[src/rtl/fetch_unit_pkg.sv]
// Shared RV32 front-end types: instruction formats, fetch FSM states
// and fetch constants.
package fetch_unit_pkg;

    localparam int          OPCODE_W     = 7;
    localparam logic [31:0] RESET_PC_DEF = 32'h0000_0000;
    localparam logic [31:0] NOP          = 32'h0000_0013;

    typedef struct packed {
        logic [6:0]          funct7;
        logic [4:0]          rs2;
        logic [4:0]          rs1;
        logic [2:0]          funct3;
        logic [4:0]          rd;
        logic [OPCODE_W-1:0] opcode;
    } rtype_t;

    typedef struct packed {
        logic [11:0]         imm;
        logic [4:0]          rs1;
        logic [2:0]          funct3;
        logic [4:0]          rd;
        logic [OPCODE_W-1:0] opcode;
    } itype_t;

    typedef enum logic [1:0] {
        BOOT,
        RUN,
        DRAIN,
        HALT
    } fetch_state_t;

endpackage

[src/rtl/fetch_fifo.sv]
// Synchronous FIFO with flush; flush wins over a same-cycle push/pop.
// Output is read straight from the storage registers.
module fetch_fifo #(
    parameter int WIDTH = 64,
    parameter int DEPTH = 2,
    localparam int AW = $clog2(DEPTH),
    localparam int CW = AW + 1
) (
    input  logic             clk,
    input  logic             rst_n,
    input  logic             push,
    input  logic [WIDTH-1:0] push_data,
    input  logic             pop,
    input  logic             flush,
    output logic [WIDTH-1:0] pop_data,
    output logic [CW-1:0]    count
);

    logic [WIDTH-1:0] mem [DEPTH];
    logic [AW-1:0]    rp;
    logic [AW-1:0]    wp;
    logic [CW-1:0]    cnt;
    logic             do_push;
    logic             do_pop;

    assign do_pop   = pop & (cnt != '0);
    assign do_push  = push & ~flush & ((cnt != CW'(DEPTH)) | do_pop);
    assign pop_data = mem[rp];
    assign count    = cnt;

    always_ff @(posedge clk or negedge rst_n) begin
        if (!rst_n) begin
            rp  <= '0;
            wp  <= '0;
            cnt <= '0;
            for (int i = 0; i < DEPTH; i++) mem[i] <= '0;
        end else if (flush) begin
            rp  <= '0;
            wp  <= '0;
            cnt <= '0;
        end else begin
            if (do_push) begin
                mem[wp] <= push_data;
                wp      <= wp + AW'(1);
            end
            if (do_pop) rp <= rp + AW'(1);
            cnt <= cnt + CW'(do_push) - CW'(do_pop);
        end
    end

endmodule

[src/rtl/fetch_unit.sv]
// RV32 fetch stage: PC, imem request/response tracking, instr FIFO.
// Optional FETCH_ALIGN_CHECK_EN: misaligned redirect halts with fetch_fault.
module fetch_unit
    import fetch_unit_pkg::*;
#(
    parameter logic [31:0] RESET_PC = RESET_PC_DEF,
    parameter int          DEPTH    = 2
) (
    input  logic        clk,
    input  logic        rst_n,
    output logic        imem_req_valid,
    input  logic        imem_req_ready,
    output logic [31:0] imem_req_addr,
    input  logic        imem_rsp_valid,
    input  logic [31:0] imem_rsp_data,
    input  logic        redirect_valid,
    input  logic [31:0] redirect_pc,
    output logic        instr_valid,
    input  logic        instr_ready,
    output logic [31:0] instr,
    output logic [31:0] instr_pc,
    output logic        fetch_fault
);

    localparam int CW = $clog2(DEPTH) + 1;
    localparam int OW = CW + 1;

    fetch_state_t  state, state_next;
    logic [31:0]   pc, pc_next;
    logic [CW-1:0] inflight, inflight_next;
    logic [CW-1:0] discard, discard_next;
    logic [CW-1:0] fifo_count, tag_count;
    logic          fault, fault_next;
    logic          hs, pop, push, misalign;
    logic [31:0]   tgt, tag_pc;
    logic [63:0]   head;
    logic [OW-1:0] occ;

    assign hs   = imem_req_valid & imem_req_ready;
    assign pop  = instr_valid & instr_ready;
    assign push = imem_rsp_valid & (discard == '0) & ~redirect_valid;
    assign tgt  = {redirect_pc[31:2], 2'b00};

`ifdef FETCH_ALIGN_CHECK_EN
    assign misalign = redirect_valid & (redirect_pc[1:0] != 2'b00);
`else
    logic unused_ok;
    assign unused_ok = ^redirect_pc[1:0];
    assign misalign  = 1'b0;
`endif

    // A pop this cycle frees a slot, keeping one request per cycle in flow.
    assign occ = OW'(inflight) + OW'(fifo_count) - OW'(pop);
    assign imem_req_valid = (state == RUN) && (occ < OW'(DEPTH));
    assign imem_req_addr  = pc;
    assign instr_valid    = (fifo_count != '0) && (state != HALT);
    assign instr          = head[63:32];
    assign instr_pc       = head[31:0];
    assign fetch_fault    = fault;

    always_comb begin
        state_next    = state;
        pc_next       = pc;
        inflight_next = inflight + CW'(hs) - CW'(imem_rsp_valid);
        discard_next  = discard;
        fault_next    = fault;
        if (hs) pc_next = pc + 32'd4;
        if (imem_rsp_valid && discard != '0) discard_next = discard - CW'(1);
        unique case (state)
            BOOT:  state_next = RUN;
            RUN:   state_next = RUN;
            DRAIN: if (discard_next == '0) state_next = RUN;
            HALT:  state_next = HALT;
        endcase
        // Everything still outstanding after this edge belongs to old flow.
        if (redirect_valid) begin
            pc_next      = tgt;
            discard_next = inflight_next;
            fault_next   = misalign;
            if (misalign) state_next = HALT;
            else if (inflight_next != '0) state_next = DRAIN;
            else state_next = RUN;
        end
    end

    always_ff @(posedge clk or negedge rst_n) begin
        if (!rst_n) begin
            state    <= BOOT;
            pc       <= RESET_PC;
            inflight <= '0;
            discard  <= '0;
            fault    <= 1'b0;
        end else begin
            state    <= state_next;
            pc       <= pc_next;
            inflight <= inflight_next;
            discard  <= discard_next;
            fault    <= fault_next;
        end
    end

    fetch_fifo #(
        .WIDTH(64),
        .DEPTH(DEPTH)
    ) u_fifo (
        .clk      (clk),
        .rst_n    (rst_n),
        .push     (push),
        .push_data({imem_rsp_data, tag_pc}),
        .pop      (pop),
        .flush    (redirect_valid),
        .pop_data (head),
        .count    (fifo_count)
    );

    // Request addresses, one per outstanding request; never flushed.
    fetch_fifo #(
        .WIDTH(32),
        .DEPTH(DEPTH)
    ) u_tag (
        .clk      (clk),
        .rst_n    (rst_n),
        .push     (hs),
        .push_data(pc),
        .pop      (imem_rsp_valid),
        .flush    (1'b0),
        .pop_data (tag_pc),
        .count    (tag_count)
    );

    assert property (@(posedge clk) disable iff (!rst_n)
        imem_rsp_valid |-> inflight != '0);
    assert property (@(posedge clk) disable iff (!rst_n)
        inflight <= CW'(DEPTH));
    assert property (@(posedge clk) disable iff (!rst_n)
        tag_count == inflight);

endmodule

[config.mk]
export PLATFORM = sky130hd
export DESIGN_NAME = fetch_unit
export DESIGN_NICKNAME = d
export VERILOG_FILES = /design/src/rtl/fetch_unit_pkg.sv /design/src/rtl/fetch_fifo.sv /design/src/rtl/fetch_unit.sv
export SDC_FILE = /design/constraint.sdc
export NUM_CORES = 1
export LEC_CHECK = 0
export CAP_MARGIN = 20
export CORE_MARGIN = 1
export CORE_UTILIZATION = 49
export DETAILED_ROUTE_END_ITERATION = 10
export HOLD_SLACK_MARGIN = 0.1
export PLACE_DENSITY = 0.81
export SLEW_MARGIN = 20
export SYNTH_ARGS = -nofsm -noshare
export SYNTH_HDL_FRONTEND = slang
export SYNTH_HIERARCHICAL = 1
export SYNTH_SLANG_ARGS = --single-unit
[constraint.sdc]
create_clock -name clk -period 3.41 [get_ports clk]
set_input_delay 1.023 -clock clk [delete_from_list [all_inputs] [get_ports clk]]
set_output_delay 1.023 -clock clk [all_outputs]
set_load 0.02 [all_outputs]
# After elaboration in Yosys (flattened, before gate mapping)
# Cells that the tools add are included.
# op_classes
n_lt_le_gt_ge	7
mux	25
bitwise	16
reduce_logical	17
add_sub_neg	14
eq_ne	7
# ops
op	count
2-to-1 mux 64 bit	4
2-to-1 mux 32 bit	6
bitwise mux 128 bit	1
bitwise mux 64 bit	1
demux 64 bit (select 1 bit)	1
adder 32 x 3 -> 32 bit (second input constant)	1
demux 32 bit (select 1 bit)	1
nonzero test 2 bit	7
2-to-1 mux 2 bit	6
bitwise AND 1 bit	9
greater-or-equal comparator 2 bit (second input constant)	4
inverter 1 -> 2 bit	4
adder 2 x 1 -> 2 bit	3
zero test 2 bit	3
!= test 2 bit (second input constant)	3
case mux 2 bit (3 select lines)	1
subtractor 2 x 1 -> 2 bit	3
logical AND 1 bit	5
adder 1 bit (second input constant)	4
equality test 2 bit (second input constant)	2
less-than comparator 2 x 1 -> 1 bit (second input constant)	2
2-to-1 mux 1 bit	4
adder 2 x 2 -> 3 bit	1
less-than comparator 3 x 2 -> 1 bit (second input constant)	1
other kinds (8)	9
# totals
in_bits	70
out_inout_bits	99
ff_bits	238

# Depth between registers and ports, before layout
# Gate-level depths: netlist of run 1.
# logic_depth
ltp_word	12
ltp_mapped	16
ltp_nobuf	16

# By module
# Netlist of run 1, hierarchy kept.
# by_module_without_submodules
module	area_each_um2	cells_each	instances	seq_area_each_um2
fetch_fifo (u_fifo)	6025.8	361	1	3303.2
fetch_fifo (u_tag)	3129.3	192	1	1701.6
fetch_unit	2163.3	239	1	900.9

# Least setup slack after synthesis of run 1
# No wires, ideal clock.
# synth_path
path_type	register to register
start	register u_fifo.cnt[0] (netlist: u_fifo/count[0])
end	register u_tag.cnt[0] (netlist: u_tag/count[0])
slack_ps	-483
arrival_ps	3775
path_stages_with_launch	15
t_required_ps	3292
n_path_buf	0
cell_sequence	dfrtp_1 inv_1 a21boi_0 and2_1 ha_1 nand2b_1 fa_1 and3b_1 nand3_1 inv_1 or3b_2 ha_1 inv_1 ha_1 nor2b_1
# synth_between
elab_chain_cells	10
# synth_rtl
item	line_no	source
start: declaration	fetch_fifo.sv:22	logic [CW-1:0] cnt;
start signal: assignment	fetch_fifo.sv:47	cnt <= cnt + CW'(do_push) - CW'(do_pop);
nonzero test 2 bit	fetch_unit.sv:56	assign instr_valid = (fifo_count != '0) && (state != HALT);
logical AND 1 bit	fetch_unit.sv:56	
via instr_valid	fetch_unit.sv:18	output logic instr_valid,
bitwise AND 1 bit	fetch_unit.sv:40	assign pop = instr_valid & instr_ready;
via pop	fetch_unit.sv:34	logic hs, pop, push, misalign;
subtractor 3 x 1 -> 3 bit	fetch_unit.sv:53	assign occ = OW'(inflight) + OW'(fifo_count) - OW'(pop);
less-than comparator 3 x 2 -> 1 bit	fetch_unit.sv:54	assign imem_req_valid = (state == RUN) && (occ < OW'(DEPTH));
logical AND 1 bit	fetch_unit.sv:54	
bitwise AND 1 bit	fetch_unit.sv:39	assign hs = imem_req_valid & imem_req_ready;
via hs	fetch_unit.sv:34	
bitwise AND 1 bit	fetch_fifo.sv:27	assign do_push = push & ~flush & ((cnt != CW'(DEPTH)) | do_pop);
adder 2 x 1 -> 2 bit	fetch_fifo.sv:47	
subtractor 2 x 1 -> 2 bit	fetch_fifo.sv:47	
end signal: assignment	fetch_fifo.sv:47	
end: declaration	fetch_fifo.sv:22	
# The timed path passes the listed nets, and every way through them passes these cells.
# A chain may end at the register's enable or synchronous reset.

# Worst setup path in the final report of run 1
# layout_path
start	register state[0]
end	output imem_req_valid
# layout_between
elab_chain_cells	6
# layout_rtl
item	line_no	source
start: declaration	fetch_unit.sv:28	fetch_state_t state, state_next;
start signal: assignment	fetch_unit.sv:94	state <= state_next;
!= test 2 bit	fetch_unit.sv:56	
logical AND 1 bit	fetch_unit.sv:56	
bitwise AND 1 bit	fetch_unit.sv:40	
via pop	fetch_unit.sv:34	
subtractor 3 x 1 -> 3 bit	fetch_unit.sv:53	
less-than comparator 3 x 2 -> 1 bit	fetch_unit.sv:54	
logical AND 1 bit	fetch_unit.sv:54	
end: declaration	fetch_unit.sv:11	output logic imem_req_valid,
# The timed path passes the listed nets, and every way through them passes these cells.

==> impl_metrics.tcl, run 1 <==
set metrics [dict create \
    cts_hold_buf 0 \
    synthFlopType "dfrtp_1" \
    relSlewSlack_pct 44.44 \
    setup_ws_ps -174.0 \
    cts_buffers 26 \
    drc_errors 0 \
    ys_seq_area_share_pct 52.18 \
    utilization_pct 63.14 \
    final_cell_mix "dfrtp_1 (234), mux2_2 (199), clkdlybuf4s50_1 (159), mux2_4 (90), nand2_1 (42)" \
    cts-root-buf "clkbuf_16" \
    die_y_microns 154.0 \
    cp.arrival_ps 2560 \
    fin_crit_ps 3584 \
    ys_ff_latch 236 \
    antenna_found_initial 0 \
    cts_num_sinks 236 \
    grt_max_degree 76 \
    tightest_slew_ps 833.4 \
    path_clk_slew_ps 50 \
    peakVddDrop_v 0.0003821 \
    yosys.area.top_type_share_pct 52.18 \
    hold_viol 0 \
    ant_nets 0 \
    grtUsageTotal_pct 20.71 \
    cp_max_fo 2 \
    p_leak_nw 6.759 \
    routed_wl_microns 23960 \
    rsz0062_at_grt "true" \
    placement.io_buffers 163 \
    syn_area_per_cell_sq_um 14.29 \
    n_fill_cell 1666 \
    avgRoutedWirePerCell_microns 18.59 \
    core_area_sq_um 22640 \
    ios 169 \
    final_common_cell "dfrtp_1" \
    cts_tree "done" \
    synthDistinctLibCells 49 \
    gp_congestion 0.8003 \
    start_kind "flop" \
    clock_latency_ps 530 \
    hp-class "in2async" \
    syn_area_sq_um 11320 \
    status "finished with violations" \
    grt_overflow_total 0 \
    synth_top_area_cell "dfrtp_1" \
    cts_buffer_depth 3 \
    antenna_cells 0 \
    cp.required_ps 2390 \
    die_x_microns 154.0 \
    violations "negative setup slack" \
    max_clock_freq_mhz 279.0 \
    instances_no_fill 1289 \
    slew_viol_final 0 \
    rows 55 \
    maxCapViolations 0 \
    viasPerCell 5.398 \
    firstDrtPassIters 4 \
    layout-drive-gt1-share_pct 39.84 \
    post-dp-hpwl_microns 15590 \
    yosys-top-cells-area "dfrtp_1 (52%), mux2_2 (20%), mux2_4 (12%)" \
    grt_pass1_wl_microns 39160 \
    power_density_nw_per_um2 742.1 \
    r2r_setup_slack_ps 80 \
    nets 1076 \
    start_util_pct 49.99 \
    period_share_pct 105.1 \
    htreeDepth 1 \
    drt_iter0_markers 279 \
    fin_skew_ps 23.31 \
    dp_cells 1248 \
    die-area_sq_um 23710 \
    endpoint_kind "output pin" \
    areaGrowthSynthToFinish_pct 26.30 \
    grt_pass1_vias 7223 \
    finalSetupViolCount 1 \
    synth_edf_count 0 \
    path_class "reg2out" \
    synth-async-reset-ratio_pct 100.0 \
    yosysWarnings 6 \
    vias 6958 \
    synth_cells 792 \
]
==> synth_stat cells (3+ instances only) <==
| cell type | count |
|---|---|
| dfrtp_1 | 236 |
| nand4_1 | 10 |
| xor2_1 | 21 |
| nor2b_1 | 4 |
| inv_1 | 11 |
| nand2b_1 | 4 |
| nor2_1 | 9 |
| o21ai_0 | 30 |
| nand2_1 | 43 |
| buf_4 | 4 |
| ha_1 | 10 |
| and3_1 | 4 |
| clkbuf_1 | 19 |
| nor3_1 | 7 |
| buf_2 | 10 |
| o31a_1 | 4 |
| buf_12 | 9 |
| mux2i_1 | 3 |
| nand3_1 | 15 |
| xnor2_1 | 16 |
| mux2_4 | 90 |
| mux2_2 | 199 |
==> worst max-delay path, stage by stage, from the launching register on <==
cell and delay (ps):
dfrtp_1 370, nand2_1 80, a21boi_4 180, and2_4 190
ha_4 200, nand2b_4 130, fa_2 520, nand3b_1 100
nor2_2 120, buf_6 130
==> power breakdown <==
group          internal [mW]  switching (mW)  total, mW
Sequential              3.63           0.564       4.19
Clock                   1.42            1.05       2.47
Combinational           2.39            1.56       3.95
==> per-stage QoR <==
| stage | hold WS, ps | setup WS, ps | TNS [ps] | area, sq um | total power [mW] |
|---|---|---|---|---|---|
| 5_1_grt | 514.2 | -274.8 | -402.3 | 14300 | 11.16 |
| 6_report | 477.1 | -174.0 | -174.0 | 14300 | 10.61 |
| 4_1_cts | 494.6 | -236.4 | -312.2 | 14250 | 10.68 |
| 2_1_floorplan | 464.2 | -123.6 | -3487 | 11420 | 6.621 |
| 3_3_place_gp | 481.7 | -913.2 | -57060 | 13460 | 7.962 |
| 3_5_place_dp | 489.4 | -934.8 | -61770 | 13460 | 8.083 |
==> routing by layer <==
layer,wire (microns),vias to the layer above,GRT usage [%]
li1,-,3201,-
met1,11030,3559,29.10
met2,11300,159,33.12
met3,1132,39,3.974
met4,491,0,5.048
met5,0,-,0
==> area by class of cell <==
type	instances	area, sq um	area share, %
Sequential cell	236	5911	41.35
Multi-Input combinational cell	514	5201	36.39
Timing Repair Buffer	206	2053	14.36
Clock buffer	34	700.7	4.902
Tap cell	285	356.6	2.495
Inverter	11	43.79	0.3063
Clock inverter	3	28.78	0.2013
==> state kept, by name, summed over array words and instances (netlist names) <==
signal	cells
u_tag/mem	64
u_fifo/rp	1
discard	2
state	2
u_fifo/mem	128
imem_req_addr	30
u_fifo/count	2
u_tag/count	2
inflight	2
u_tag/rp	1
u_tag/wp	1
u_fifo/wp	1
==> path summary, 6_finish.rpt <==
check | cells past startpoint | start | endpoint
max reg2reg | 17 | state[0] | state[1]
max | 9 | state[0] | imem_req_valid
min in group clk | 1 | u_fifo/mem[94] | u_fifo/mem[94]
min | 1 | rst_n | u_fifo/mem[58]
min reg2reg | 1 | u_fifo/mem[94] | u_fifo/mem[94]
max in group asynchronous | 2 | rst_n | u_fifo/mem[101]
==> kinds of logic after synthesis <==
kind of cell / synth area share, %
buffers and inverters: 3.493
XOR/XNOR: 2.863
multiplexers: 32.00
flip-flops: 52.18
AND/OR/NAND/NOR: 6.202
adder cells (fa/ha/maj): 1.282
AO/OA/AOI/OAI: 1.946
other: 0.03313
==> timing repair <==
item / in CTS / in global routing
resized for setup: 18 / 10
pin swaps: 5 / 7
buffers inserted: 5 / 2
endpoints found under the setup margin: 70 / 61
cloned: 0 / 1
Note: power is estimated with default switching activity, not from simulation.
==> inputs of run 2 (changes only) <==
Settings changed: CORE_MARGIN 1 to 2.
==> run 2 against run 1 <==
The flow still finishes with violations (negative setup slack). Cell area rose by 2.5%. Die area rose by 2.6%. Clock power rose by 20%. Non-clock buffer count rose by 13. Global-route usage fell by 0.43 points. Clock skew fell by 14 ps. Critical path type unchanged. Largest cell class unchanged.
==> impl_metrics.tcl, run 2 (synthesis results as in run 1) <==
set metrics [dict create \
    share_comb_of_total_power_pct 36.3 \
    rsz0062_at_grt "true" \
    cp.arrival_ps 2590 \
    die_x_microns 156.0 \
    p_total_mw 11.19 \
    cts_buffer_depth 3 \
    grt_pass1_wl_microns 39590 \
    slew_viol_final 0 \
    grt_overflow_total 0 \
    period_share_pct 106.1 \
    areaGrowthSynthToFinish_pct 29.39 \
    cts_buffers 26 \
    htreeDepth 1 \
    status "finished with violations" \
    relSlewSlack_pct 43.22 \
    core_area_sq_um 22640 \
    ios 169 \
    top_usage_layer "met2" \
    gp_congestion 0.7723 \
    max_clock_freq_mhz 276.4 \
    pwr-share-seq_pct 37.2 \
    clock_latency_ps 520 \
    cts_tree "done" \
    dp_cells 1251 \
    path_class "reg2out" \
    regMostFlops "u_fifo/mem" \
    stdcell_area_sq_um 14650 \
    setup_ws_ps -207.4 \
    drc_errors 0 \
    grtUsageMet2_pct 34.07 \
    utilization_pct 64.69 \
    p_int_mw 7.948 \
    largest_reg_flops 128 \
    vias 7044 \
    cts_num_sinks 236 \
    grtUsageTotal_pct 20.28 \
    grtUsageMet3_pct 3.278 \
    start_util_pct 49.99 \
    clkPwrFrac_pct 26.5 \
    drt_iter0_markers 299 \
    grt_max_degree 71 \
    tightest_slew_ps 851.8 \
    post-dp-hpwl_microns 15650 \
    power_density_nw_per_um2 764.0 \
    fin_crit_ps 3617 \
    ant_nets 0 \
    violations "negative setup slack" \
    maxCapViolations 0 \
    peakVddDrop_v 0.0004716 \
    rows 55 \
    viasPerCell 5.369 \
    n_fill_cell 1647 \
    fin_skew_ps 9.699 \
    nets 1089 \
    tns_ps -297.1 \
    use_met1_pct 27.80 \
    dpl_cell_area_sq_um 13520 \
    cts-root-buf "clkbuf_16" \
    antenna_cells 0 \
    antenna_found_initial 0 \
    switchingPower_mw 3.241 \
    die_y_microns 156.0 \
    die-area_sq_um 24330 \
    cp.required_ps 2390 \
    final_cell_mix "dfrtp_1 (235), mux2_2 (193), clkdlybuf4s50_1 (158), mux2_4 (96), buf_4 (42)" \
    layout-drive-gt1-share_pct 41.19 \
    switching_share_pct 28.96 \
    firstDrtPassIters 6 \
    instances_no_fill 1312 \
    hold_viol 0 \
    start_kind "flop" \
    finalSetupViolCount 2 \
    cts_hold_buf 0 \
    placement.io_buffers 163 \
    whs_ps 440.1 \
    path_clk_slew_ps 60 \
    final_common_cell "dfrtp_1" \
    avgRoutedWirePerCell_microns 18.70 \
    p_leak_nw 6.954 \
    hp-class "in2async" \
    routed_wl_microns 24530 \
    grt_pass1_vias 7412 \
    dp_slack_ps -930.5 \
    cp_max_fo 2 \
    endpoint_kind "output pin" \
]
[run 2: area by class of cell]
cell class,count,area [sq um],area share (%)
multi-input cells,514,5215,35.61
well taps,285,356.6,2.435
inverters,11,43.79,0.2990
clock buffers,38,765.7,5.229
repair buffers,219,2195,14.99
clock inverters,9,160.2,1.094
flip-flops and latches,236,5909,40.35
[run 2: worst max-delay path, cell delays in order (launching register included)]
cell and delay (ps):
dfrtp_1 390, nand2_2 100, a21boi_4 190, and2_4 170
ha_4 190, nand2b_4 130, fa_2 530, nand3b_1 120
nor2_2 130, buf_6 130
[run 2: repair_timing]
item	in CTS	in global routing
setup buffers	8	7
resized for setup	13	20
pin swaps	6	11
setup endpoints to repair	106	40
[run 2: worst paths after layout]
kind / from / endpoint / slack, ps / depth (start not counted)
worst min register to register: u_tag/mem[31] / u_tag/mem[31] / 500 / 1
max in group asynchronous: rst_n / inflight[0] / 2260 / 2
worst min-delay path: rst_n / u_fifo/mem[126] / 440 / 1
min in group clk: u_tag/mem[31] / u_tag/mem[31] / 500 / 1
worst max register to register: state[0] / state[1] / -90 / 17
worst max-delay path: state[0] / imem_req_valid / -210 / 9
[run 2: power groups by stage]
stage | clock, mW | sequential [mW] | combinational [mW]
2_1_floorplan | 0 | 4.04 | 2.58
3_3_place_gp | 0 | 4.14 | 3.86
3_5_place_dp | 0 | 4.19 | 3.93
4_1_cts | 3.04 | 4.16 | 4.00
5_1_grt | 3.14 | 4.28 | 4.33
6_report | 2.97 | 4.16 | 4.06
[run 2: layer usage]
layer  wire [microns]  up-vias
met2            11710      191
met4              461        0
met5                0        -
li1                 -     3239
met1            11200     3578
met3             1160       36
==> inputs of run 3 (changes only) <==
Settings changed: PLACE_DENSITY 0.81 to 0.82.
==> run 3 against run 2 <==
The run still ends with negative setup slack left. Die area unchanged. Sequential power about the same. Via count down 0.30%. Maximum frequency up 0.79%. Register-to-register slack better by 130 ps. Largest power group unchanged. Clock power about the same. Global-route usage up 0.056 points. Hold slack better by 45 ps.
==> impl_metrics.tcl, run 3 (synthesis results as in run 1) <==
set metrics [dict create \
    regMostFlops "u_fifo/mem" \
    post-dp-hpwl_microns 16240 \
    areaGrowthSynthToFinish_pct 29.27 \
    grt_pass1_vias 7697 \
    cts-root-buf "clkbuf_16" \
    cts_buffers 26 \
    cts_num_sinks 236 \
    viasPerCell 5.365 \
    core_area_sq_um 22640 \
    start_util_pct 49.99 \
    power_density_nw_per_um2 762.6 \
    final_common_cell "dfrtp_1" \
    tightest_slew_ps 673.2 \
    gp_congestion 0.7559 \
    p_leak_nw 6.932 \
    layout-drive-gt1-share_pct 41.21 \
    violations "negative setup slack" \
    cts_tree "done" \
    grt_max_degree 83 \
    rsz0062_at_grt "true" \
    endpoint_kind "output pin" \
    largest_reg_flops 128 \
    hold_viol 0 \
    die_y_microns 156.0 \
    fin_skew_ps 8.688 \
    path_class "reg2out" \
    grt_overflow_total 0 \
    antenna_found_initial 0 \
    hp-class "in2async" \
    cp.required_ps 2390 \
    vias 7023 \
    start_kind "flop" \
    whs_ps 484.9 \
    period_share_pct 105.2 \
    cp.arrival_ps 2570 \
    rows 55 \
    drt_iter0_markers 302 \
    cts_buffer_depth 3 \
    n_fill_cell 1658 \
    final_cell_mix "dfrtp_1 (235), mux2_2 (199), clkdlybuf4s50_1 (159), mux2_4 (90), nand2_1 (41)" \
    utilization_pct 64.63 \
    ios 169 \
    slew_viol_final 0 \
    drc_errors 0 \
    peakVddDrop_v 0.0004819 \
    placement.io_buffers 163 \
    avgRoutedWirePerCell_microns 18.86 \
    grtUsageTotal_pct 20.34 \
    firstDrtPassIters 4 \
    grt_pass1_wl_microns 40100 \
    max_clock_freq_mhz 278.6 \
    antenna_cells 0 \
    cp_max_fo 2 \
    die-area_sq_um 24330 \
    finalSetupViolCount 1 \
    htreeDepth 1 \
    relSlewSlack_pct 54.78 \
    path_clk_slew_ps 60 \
    ant_nets 0 \
    nets 1086 \
    setup_ws_ps -179.0 \
    routed_wl_microns 24680 \
    maxCapViolations 0 \
    fin_crit_ps 3589 \
    clock_latency_ps 520 \
    die_x_microns 156.0 \
    status "finished with violations" \
    cts_hold_buf 0 \
]
[run 3: final cells by class]
class | count | area (sq um) | area share, %
repair buffers | 216 | 2201 | 15.04
multi-input cells | 514 | 5194 | 35.50
flip-flops and latches | 236 | 5909 | 40.39
well taps | 285 | 356.6 | 2.437
clock buffers | 35 | 745.7 | 5.097
inverters | 11 | 41.29 | 0.2822
clock inverters | 12 | 183.9 | 1.257
[run 3: per-stage QoR]
step	cell area [sq um]	total power [mW]	TNS (ps)	instances	worst slack (ps)
CTS	14590	11.25	-256.0	1309	-217.5
global route	14630	11.73	-607.3	1309	-290.8
detailed placement	13580	8.135	-68030	1255	-962.5
global placement	13580	8.009	-63200	1255	-951.2
floorplan	11420	6.621	-3487	805	-123.6
finish	14630	11.16	-179.0	1309	-179.0
[run 3: final timing paths]
kind	depth (start not counted)	startpoint	slack, ps	end
worst min register to register	1	u_fifo/mem[3]	500	u_fifo/mem[3]
min in group clk	1	u_fifo/mem[3]	500	u_fifo/mem[3]
worst max-delay path	9	state[1]	-180	imem_req_valid
worst min-delay path	1	rst_n	480	u_fifo/mem[123]
max in group asynchronous	2	rst_n	2180	u_fifo/mem[70]
worst max register to register	17	state[1]	40	state[1]
[run 3: timing repair]
| action | 4_1_cts | 5_1_grt |
|---|---|---|
| pin swaps | 7 | 10 |
| gates cloned | 0 | 1 |
| resized for setup | 23 | 14 |
| endpoints found under the setup margin | 100 | 94 |
| setup buffers | 7 | 3 |
[run 3: layer usage]
metal / routed length, microns / global-route usage (%)
met1: 10940 / 26.60
met2: 11860 / 35.15
met3: 1390 / 4.028
met4: 493 / 4.587
met5: 0 / 0
[run 3: power breakdown]
part	switching, mW	internal, mW	total [mW]
sequential	0.535	3.62	4.16
clock	1.14	1.85	2.99
combinational	1.59	2.42	4.01
[run 3: critical path, stage by stage (launching register included)]
cell and delay, ps:
dfrtp_1 390, nand2_2 90, a21boi_4 180, and2_4 170
ha_4 190, nand2b_4 130, fa_2 530, nand3b_1 110
nor2_2 120, buf_6 130
